File: src/rtl/mem_bus_arbiter_if.sv
`default_nettype none
// ============================================================================
// Module      : mem_bus_arbiter_if
// Description : Fetch port, data port and shared memory bus signals of the
//               instruction/data bus arbiter, bundled with two views.
//               slave  - the arbiter (serves fetch/LSU, drives the bus)
//               master - the surrounding fetch unit, LSU and memory
// Revision    : 1.0 - initial release
// ============================================================================
interface mem_bus_arbiter_if;
  // Instruction-fetch port
  logic [31:0] i_address;
  logic        i_read;
  logic        i_waitrequest;
  logic [31:0] i_readdata;
  // Data (load/store) port
  logic [31:0] d_address;
  logic        d_read;
  logic        d_write;
  logic [31:0] d_writedata;
  logic [3:0]  d_byteenable;
  logic        d_waitrequest;
  logic [31:0] d_readdata;
  // Shared memory bus
  logic [31:0] m_address;
  logic        m_read;
  logic        m_write;
  logic [31:0] m_writedata;
  logic [3:0]  m_byteenable;
  logic        m_waitrequest;
  logic [31:0] m_readdata;

  modport slave (
    input  i_address, i_read,
    output i_waitrequest, i_readdata,
    input  d_address, d_read, d_write, d_writedata, d_byteenable,
    output d_waitrequest, d_readdata,
    output m_address, m_read, m_write, m_writedata, m_byteenable,
    input  m_waitrequest, m_readdata
  );

  modport master (
    output i_address, i_read,
    input  i_waitrequest, i_readdata,
    output d_address, d_read, d_write, d_writedata, d_byteenable,
    input  d_waitrequest, d_readdata,
    input  m_address, m_read, m_write, m_writedata, m_byteenable,
    output m_waitrequest, m_readdata
  );
endinterface
`default_nettype wire

File: src/rtl/mem_bus_arbiter.sv
`default_nettype none
// ============================================================================
// Module      : mem_bus_arbiter
// Description : Round-robin 2:1 arbiter sharing one Avalon-style memory bus
//               between the instruction-fetch and load/store ports. One
//               transfer outstanding at a time, fixed read latency.
// Revision    : 1.0 - initial release
// ============================================================================
module mem_bus_arbiter #(
  parameter int READ_LATENCY = 1   // 0..3 cycles from read accept to data
) (
  input  logic              clk,
  input  logic              reset,   // asynchronous, active low
  mem_bus_arbiter_if.slave  bus
);

  localparam logic [2:0] C_S_IDLE   = 3'd0;
  localparam logic [2:0] C_S_BUS_I  = 3'd1;
  localparam logic [2:0] C_S_BUS_D  = 3'd2;
  localparam logic [2:0] C_S_WAIT_I = 3'd3;
  localparam logic [2:0] C_S_WAIT_D = 3'd4;

  localparam logic C_GRANT_I = 1'b0;
  localparam logic C_GRANT_D = 1'b1;

  // Zero-latency builds return data in the accept cycle and never use lat_cnt
  localparam logic       C_LAT0     = (READ_LATENCY == 0);
  localparam logic [1:0] C_LAT_LOAD = C_LAT0 ? 2'd0 : 2'(READ_LATENCY - 1);

  logic [2:0]  state_q, state_d;
  logic        last_grant_q, last_grant_d;
  logic [1:0]  lat_cnt_q, lat_cnt_d;
  logic [31:0] rdata_q, rdata_d;

  logic w_d_req;
  assign w_d_req = bus.d_read | bus.d_write;

  // State register; reset abandons any transfer in flight
  always_ff @(posedge clk or negedge reset) begin
    if (!reset) begin
      state_q      <= C_S_IDLE;
      last_grant_q <= C_GRANT_D;
      lat_cnt_q    <= 2'd0;
      rdata_q      <= 32'd0;
    end else begin
      state_q      <= state_d;
      last_grant_q <= last_grant_d;
      lat_cnt_q    <= lat_cnt_d;
      rdata_q      <= rdata_d;
    end
  end

  // Next-state: arbitration in IDLE, accept tracking in BUS_x, latency count in WAIT_x
  always_comb begin
    state_d      = state_q;
    last_grant_d = last_grant_q;
    lat_cnt_d    = lat_cnt_q;
    rdata_d      = rdata_q;
    case (state_q)
      C_S_IDLE: begin
        // With both requesting, the port not served last time wins
        if (bus.i_read && (!w_d_req || last_grant_q == C_GRANT_D)) begin
          state_d      = C_S_BUS_I;
          last_grant_d = C_GRANT_I;
        end else if (w_d_req) begin
          state_d      = C_S_BUS_D;
          last_grant_d = C_GRANT_D;
        end
      end
      C_S_BUS_I: begin
        if (!bus.i_read) begin
          state_d = C_S_IDLE;
        end else if (!bus.m_waitrequest) begin
          if (C_LAT0) begin
            rdata_d = bus.m_readdata;
            state_d = C_S_IDLE;
          end else begin
            lat_cnt_d = C_LAT_LOAD;
            state_d   = C_S_WAIT_I;
          end
        end
      end
      C_S_BUS_D: begin
        if (!w_d_req) begin
          state_d = C_S_IDLE;
        end else if (!bus.m_waitrequest) begin
          if (bus.d_write) begin
            state_d = C_S_IDLE;
          end else if (C_LAT0) begin
            rdata_d = bus.m_readdata;
            state_d = C_S_IDLE;
          end else begin
            lat_cnt_d = C_LAT_LOAD;
            state_d   = C_S_WAIT_D;
          end
        end
      end
      C_S_WAIT_I, C_S_WAIT_D: begin
        if (lat_cnt_q == 2'd0) begin
          // A requester that let go after accept gets its data discarded
          if ((state_q == C_S_WAIT_I) ? bus.i_read : bus.d_read) begin
            rdata_d = bus.m_readdata;
          end
          state_d = C_S_IDLE;
        end else begin
          lat_cnt_d = lat_cnt_q - 2'd1;
        end
      end
      default: state_d = C_S_IDLE;
    endcase
  end

  // Outputs: bus strobes mirror the granted port, completions release waitrequest
  always_comb begin
    bus.m_address     = 32'd0;
    bus.m_read        = 1'b0;
    bus.m_write       = 1'b0;
    bus.m_writedata   = 32'd0;
    bus.m_byteenable  = 4'd0;
    bus.i_waitrequest = 1'b1;
    bus.d_waitrequest = 1'b1;
    bus.i_readdata    = rdata_q;
    bus.d_readdata    = rdata_q;
    case (state_q)
      C_S_BUS_I: begin
        bus.m_address    = bus.i_address;
        bus.m_read       = bus.i_read;
        bus.m_byteenable = 4'hF;
        if (C_LAT0 && bus.i_read && !bus.m_waitrequest) begin
          bus.i_waitrequest = 1'b0;
          bus.i_readdata    = bus.m_readdata;
        end
      end
      C_S_BUS_D: begin
        bus.m_address    = bus.d_address;
        bus.m_write      = bus.d_write;
        bus.m_read       = bus.d_read & ~bus.d_write;
        bus.m_writedata  = bus.d_writedata;
        bus.m_byteenable = bus.d_byteenable;
        if (w_d_req && !bus.m_waitrequest && (bus.d_write || C_LAT0)) begin
          bus.d_waitrequest = 1'b0;
          if (!bus.d_write) bus.d_readdata = bus.m_readdata;
        end
      end
      C_S_WAIT_I: begin
        if (lat_cnt_q == 2'd0) begin
          bus.i_waitrequest = 1'b0;
          bus.i_readdata    = bus.m_readdata;
        end
      end
      C_S_WAIT_D: begin
        if (lat_cnt_q == 2'd0) begin
          bus.d_waitrequest = 1'b0;
          bus.d_readdata    = bus.m_readdata;
        end
      end
      default: ;
    endcase
  end

endmodule
`default_nettype wire

File: src/flat_wrapper.sv
// flat-port wrapper written by rule: the top's interface ports become plain ports
module mem_bus_arbiter_flat 
#(
  parameter int READ_LATENCY = 1                                          
)
  (clk, reset, bus_i_address, bus_i_read, bus_i_waitrequest, bus_i_readdata, bus_d_address, bus_d_read, bus_d_write, bus_d_writedata, bus_d_byteenable, bus_d_waitrequest, bus_d_readdata, bus_m_address, bus_m_read, bus_m_write, bus_m_writedata, bus_m_byteenable, bus_m_waitrequest, bus_m_readdata);
  mem_bus_arbiter_if bus_i ();
  input  logic clk;
  input  logic reset;
  input wire logic [$bits(bus_i.i_address)-1:0] bus_i_address;
  input wire logic [$bits(bus_i.i_read)-1:0] bus_i_read;
  output wire logic [$bits(bus_i.i_waitrequest)-1:0] bus_i_waitrequest;
  output wire logic [$bits(bus_i.i_readdata)-1:0] bus_i_readdata;
  input wire logic [$bits(bus_i.d_address)-1:0] bus_d_address;
  input wire logic [$bits(bus_i.d_read)-1:0] bus_d_read;
  input wire logic [$bits(bus_i.d_write)-1:0] bus_d_write;
  input wire logic [$bits(bus_i.d_writedata)-1:0] bus_d_writedata;
  input wire logic [$bits(bus_i.d_byteenable)-1:0] bus_d_byteenable;
  output wire logic [$bits(bus_i.d_waitrequest)-1:0] bus_d_waitrequest;
  output wire logic [$bits(bus_i.d_readdata)-1:0] bus_d_readdata;
  output wire logic [$bits(bus_i.m_address)-1:0] bus_m_address;
  output wire logic [$bits(bus_i.m_read)-1:0] bus_m_read;
  output wire logic [$bits(bus_i.m_write)-1:0] bus_m_write;
  output wire logic [$bits(bus_i.m_writedata)-1:0] bus_m_writedata;
  output wire logic [$bits(bus_i.m_byteenable)-1:0] bus_m_byteenable;
  input wire logic [$bits(bus_i.m_waitrequest)-1:0] bus_m_waitrequest;
  input wire logic [$bits(bus_i.m_readdata)-1:0] bus_m_readdata;
  assign bus_i.i_address = bus_i_address;
  assign bus_i.i_read = bus_i_read;
  assign bus_i_waitrequest = bus_i.i_waitrequest;
  assign bus_i_readdata = bus_i.i_readdata;
  assign bus_i.d_address = bus_d_address;
  assign bus_i.d_read = bus_d_read;
  assign bus_i.d_write = bus_d_write;
  assign bus_i.d_writedata = bus_d_writedata;
  assign bus_i.d_byteenable = bus_d_byteenable;
  assign bus_d_waitrequest = bus_i.d_waitrequest;
  assign bus_d_readdata = bus_i.d_readdata;
  assign bus_m_address = bus_i.m_address;
  assign bus_m_read = bus_i.m_read;
  assign bus_m_write = bus_i.m_write;
  assign bus_m_writedata = bus_i.m_writedata;
  assign bus_m_byteenable = bus_i.m_byteenable;
  assign bus_i.m_waitrequest = bus_m_waitrequest;
  assign bus_i.m_readdata = bus_m_readdata;
  mem_bus_arbiter #(.READ_LATENCY(READ_LATENCY)) u_core (.clk(clk), .reset(reset), .bus(bus_i));
endmodule
File: config.mk
export PLATFORM = sky130hd
export DESIGN_NAME = mem_bus_arbiter_flat
export DESIGN_NICKNAME = d
export VERILOG_FILES = /design/src/rtl/mem_bus_arbiter_if.sv /design/src/rtl/mem_bus_arbiter.sv /design/src/flat_wrapper.sv
export SDC_FILE = /design/constraint.sdc
export NUM_CORES = 1
export LEC_CHECK = 0
export ABC_AREA = 1
export BUFFER_PORTS_ARGS = -buffer_cell sky130_fd_sc_hd__buf_2
export CORE_AREA = 2 2 106 108
export DETAILED_ROUTE_END_ITERATION = 10
export DIE_AREA = 0 0 108 110
export PLACE_DENSITY = 0.74
export SETUP_SLACK_MARGIN = 0.4
export SLEW_MARGIN = 40
export SYNTH_ARGS = -nofsm -noshare
export SYNTH_HDL_FRONTEND = slang
export SYNTH_SLANG_ARGS = --single-unit
File: constraint.sdc
create_clock -name clk -period 1.31 [get_ports clk]
set_input_delay 0.0655 -clock clk [delete_from_list [all_inputs] [get_ports clk]]
set_output_delay 0.0655 -clock clk [all_outputs]
set_load 0.03 [all_outputs]
==> out/metrics.yaml <==
synth_area_sq_um: 3470
crit_chain: "inv_2, ha_4, buf_4, buf_8, nand2_2, o21ai_4, nand2_2, o21ai_4, buf_6"
gp_congestion: 0.884
ios: 274
place_worst_setup_slack_ns: -0.312
synth_seq_area_share_pct: 27.4
die_x_um: 108
multi_input_area_sq_um: 3840
min_to: "u_core.rdata_q[17]"
slowest_delay_ns: 0.39
fin_skew_ns: 0.0196
postRouteAntennaNets: 0
async_flop_share_pct: 100
clk_pin_slew_ns: 0.08
placed_cells: 1017
tightest_slew_ns: 0.544
final_hold_viol_count: 0
final.setup.worst_slack_ns: -0.568
power_density_nw_per_um2: 2510
grt_setup_unrepaired: "yes"
maxSlewViolCount: 0
area_growth_syn_to_layout_pct: 168
wl_per_cell_um: 22.8
clk_latency_ns: 0.31
layout.nets: 1077
syn_nets: 722
status: "finished with violations"
holdPathStages: 3
synthTopCellsByArea: "dfrtp_1 (27%), nand2_1 (21%), o21ai_0 (13%)"
p_leak_uw: 0.00454
ys_top_cells_by_count: "nand2_1 (196), o21ai_0 (90), inv_1 (79)"
cp-end-kind: "output port"
synth.avg_cell_area_sq_um: 5.96
die_h_um: 110
period_share_pct: 143
hold_path_startpoint: "bus_m_readdata[17]"
first_global_vias: 6001
synth_ff_type: "dfrtp_1"
port_buffers: 273
reg2reg_from: "u_core.lat_cnt_q[1]"
grt_overflow: 0
synth.top_cell.area_share_pct: 26.7
cts_root_buffer: "clkbuf_8"
first_pass_iters: 7
drt_iter0_drc: 509
dpl_cell_area_sq_um: 6420
yosysWarnings: 0
worstReg2RegEnd: "u_core.rdata_q[1]"
clockBufferDepth: 2
reg2reg_slack_ns: -0.54
antenna_found_initial: 3
crit_type: "flip-flop to output port"
drc: 0
h-tree-depth: 2
cp_max_fo: 5
cts-buffers-inserted: 5
synth.ff_latch_count: 38
yosysTopAreaCell: "dfrtp_1"
slew_headroom_pct: 63.7
yosysUniqueCellTypes: 24
vdd_drop_max_mv: 1.80
design.die.area_sq_um: 11900
grt_max_degree: 39
max-cap-violations: 0
cts_tree: "yes"
layout.cells.non_filler: 1082
max_freq_mhz: 533
p_total_uw: 23400
worst_path_max_delay_cell: "dfrtp_1"
num_vias: 6114
grt_pass1_wl_mm: 31.2
fin_crit_ns: 1.88
n_fill_cell: 438
clock-sinks: 38
synth_edf_count: 0
design_area_sq_um: 9320
regArea_sq_um: 955
utilization_pct: 87.1
initial_core_util_pct: 32.5
postSynthCellCount: 583
arrival_ns: 1.81
startpoint_type: "flip-flop"
hold_path.class: "primary input to flip-flop"
core-area_sq_um: 10700
avgViaCountPerCell: 5.65
rows: 38
synth.most_common_cell: "nand2_1"
setup_violations: 173
grt_usage_pct: 33.9
drive_gt1_share_pct: 71.1
drt_wl_total_mm: 24.7
hpwlAfterDp_mm: 11.6
reg2reg_depth: 10
worstPathRequired_ns: 1.24
failed_checks: "negative setup slack"
==> metrics by stage <==
step / hold slack (ns) / setup TNS (ns)
3_5_place_dp: 0.158 / -24.89
3_3_place_gp: 0.153 / -20.37
6_report: 0.0242 / -72.80
5_1_grt: 0.0378 / -79.63
4_1_cts: 0.0222 / -59.64
2_1_floorplan: -0.230 / -0.308
==> worst max-delay path: cells and delay by family, from the launching register on <==
family | cells | cell delay [ns]
buffers and inverters | 4 | 0.55
AND/OR/NAND/NOR | 2 | 0.20
flip-flops | 1 | 0.39
AO/OA/AOI/OAI | 2 | 0.18
adder cells (fa/ha/maj) | 1 | 0.21
==> state kept, by name, indices dropped and copies added (netlist names) <==
signal               flops
u_core.state_q           3
u_core.last_grant_q      1
u_core.rdata_q          32
u_core.lat_cnt_q         2
==> how the worst max path moves through the flow <==
| stage | start | slack, ns | depth (start not counted) | endpoint |
|---|---|---|---|---|
| floorplan | u_core.lat_cnt_q[0] | -0.007 | 8 | bus_i_readdata[26] |
| global placement | u_core.lat_cnt_q[1] | -0.28 | 7 | bus_d_readdata[20] |
| detailed placement | u_core.lat_cnt_q[1] | -0.31 | 7 | bus_d_readdata[20] |
| CTS | u_core.lat_cnt_q[0] | -0.42 | 9 | bus_d_readdata[9] |
| global route | u_core.lat_cnt_q[1] | -0.61 | 8 | bus_d_readdata[5] |
| finish | u_core.lat_cnt_q[1] | -0.57 | 9 | bus_i_readdata[24] |
==> where the power goes <==
group	switching (uW)	internal, uW	leakage, uW
sequential	419	1680	0.000479
clock	460	426	0.0000482
combinational	11200	9160	0.00401
total	12100	11300	0.00454
==> placed cells by master (no fill, tap or decap), types with 6 or more instances in the layout <==
master | netlist | final
a22o_2 | 0 | 14
a22o_4 | 0 | 17
buf_12 | 0 | 21
buf_16 | 0 | 17
buf_2 | 20 | 137
buf_4 | 8 | 44
buf_6 | 3 | 149
buf_8 | 0 | 9
clkbuf_16 | 0 | 6
clkbuf_8 | 0 | 6
dfrtp_1 | 37 | 35
inv_1 | 79 | 72
nand2_1 | 196 | 108
nand2_2 | 1 | 72
nand2_4 | 1 | 17
nand3_1 | 44 | 43
nor2_4 | 0 | 35
o21ai_2 | 1 | 12
o21ai_4 | 0 | 83
==> layer usage <==
metal	global-route usage (%)	wire, um	vias up
li1	-	-	2595
met1	35.6	8090	2866
met2	66.2	12800	490
met3	5.17	1920	163
met4	15.6	1900	0
met5	0	0	-
==> area by class of cell <==
cell class              instances  share of cell area (%)
multi-input cells             426                    41.2
flip-flops and latches         38                    10.2
clock inverters                 1                  0.0537
diodes                          3                  0.0806
well taps                     140                    1.88
repair buffers                385                    42.0
inverters                      82                    3.65
clock buffers                   7                   0.927
==> cell families (layout without fill, tap and decap cells) <==
| logic type | count (synthesis) | after routing | share of synthesized area [%] |
|---|---|---|---|
| other cells | 0 | 3 | 0 |
| fa+ha+maj | 1 | 1 | 0.360 |
| simple gates | 288 | 291 | 33.8 |
| compound gates | 134 | 134 | 23.0 |
| flops | 38 | 38 | 27.4 |
| buf+inv | 122 | 475 | 15.4 |
==> timing repair <==
| action | in CTS | in global routing |
|---|---|---|
| gates resized for setup | 458 | 94 |
| endpoints found under the hold margin | 37 | 0 |
| endpoints found under the setup margin | 174 | 174 |
| buffers inserted | 21 | 6 |
| pin swaps | 27 | 40 |
| cloned | 20 | 6 |
| hold buffers | 1 | 0 |
No activity file was read; power rests on OpenSTA's default activity.
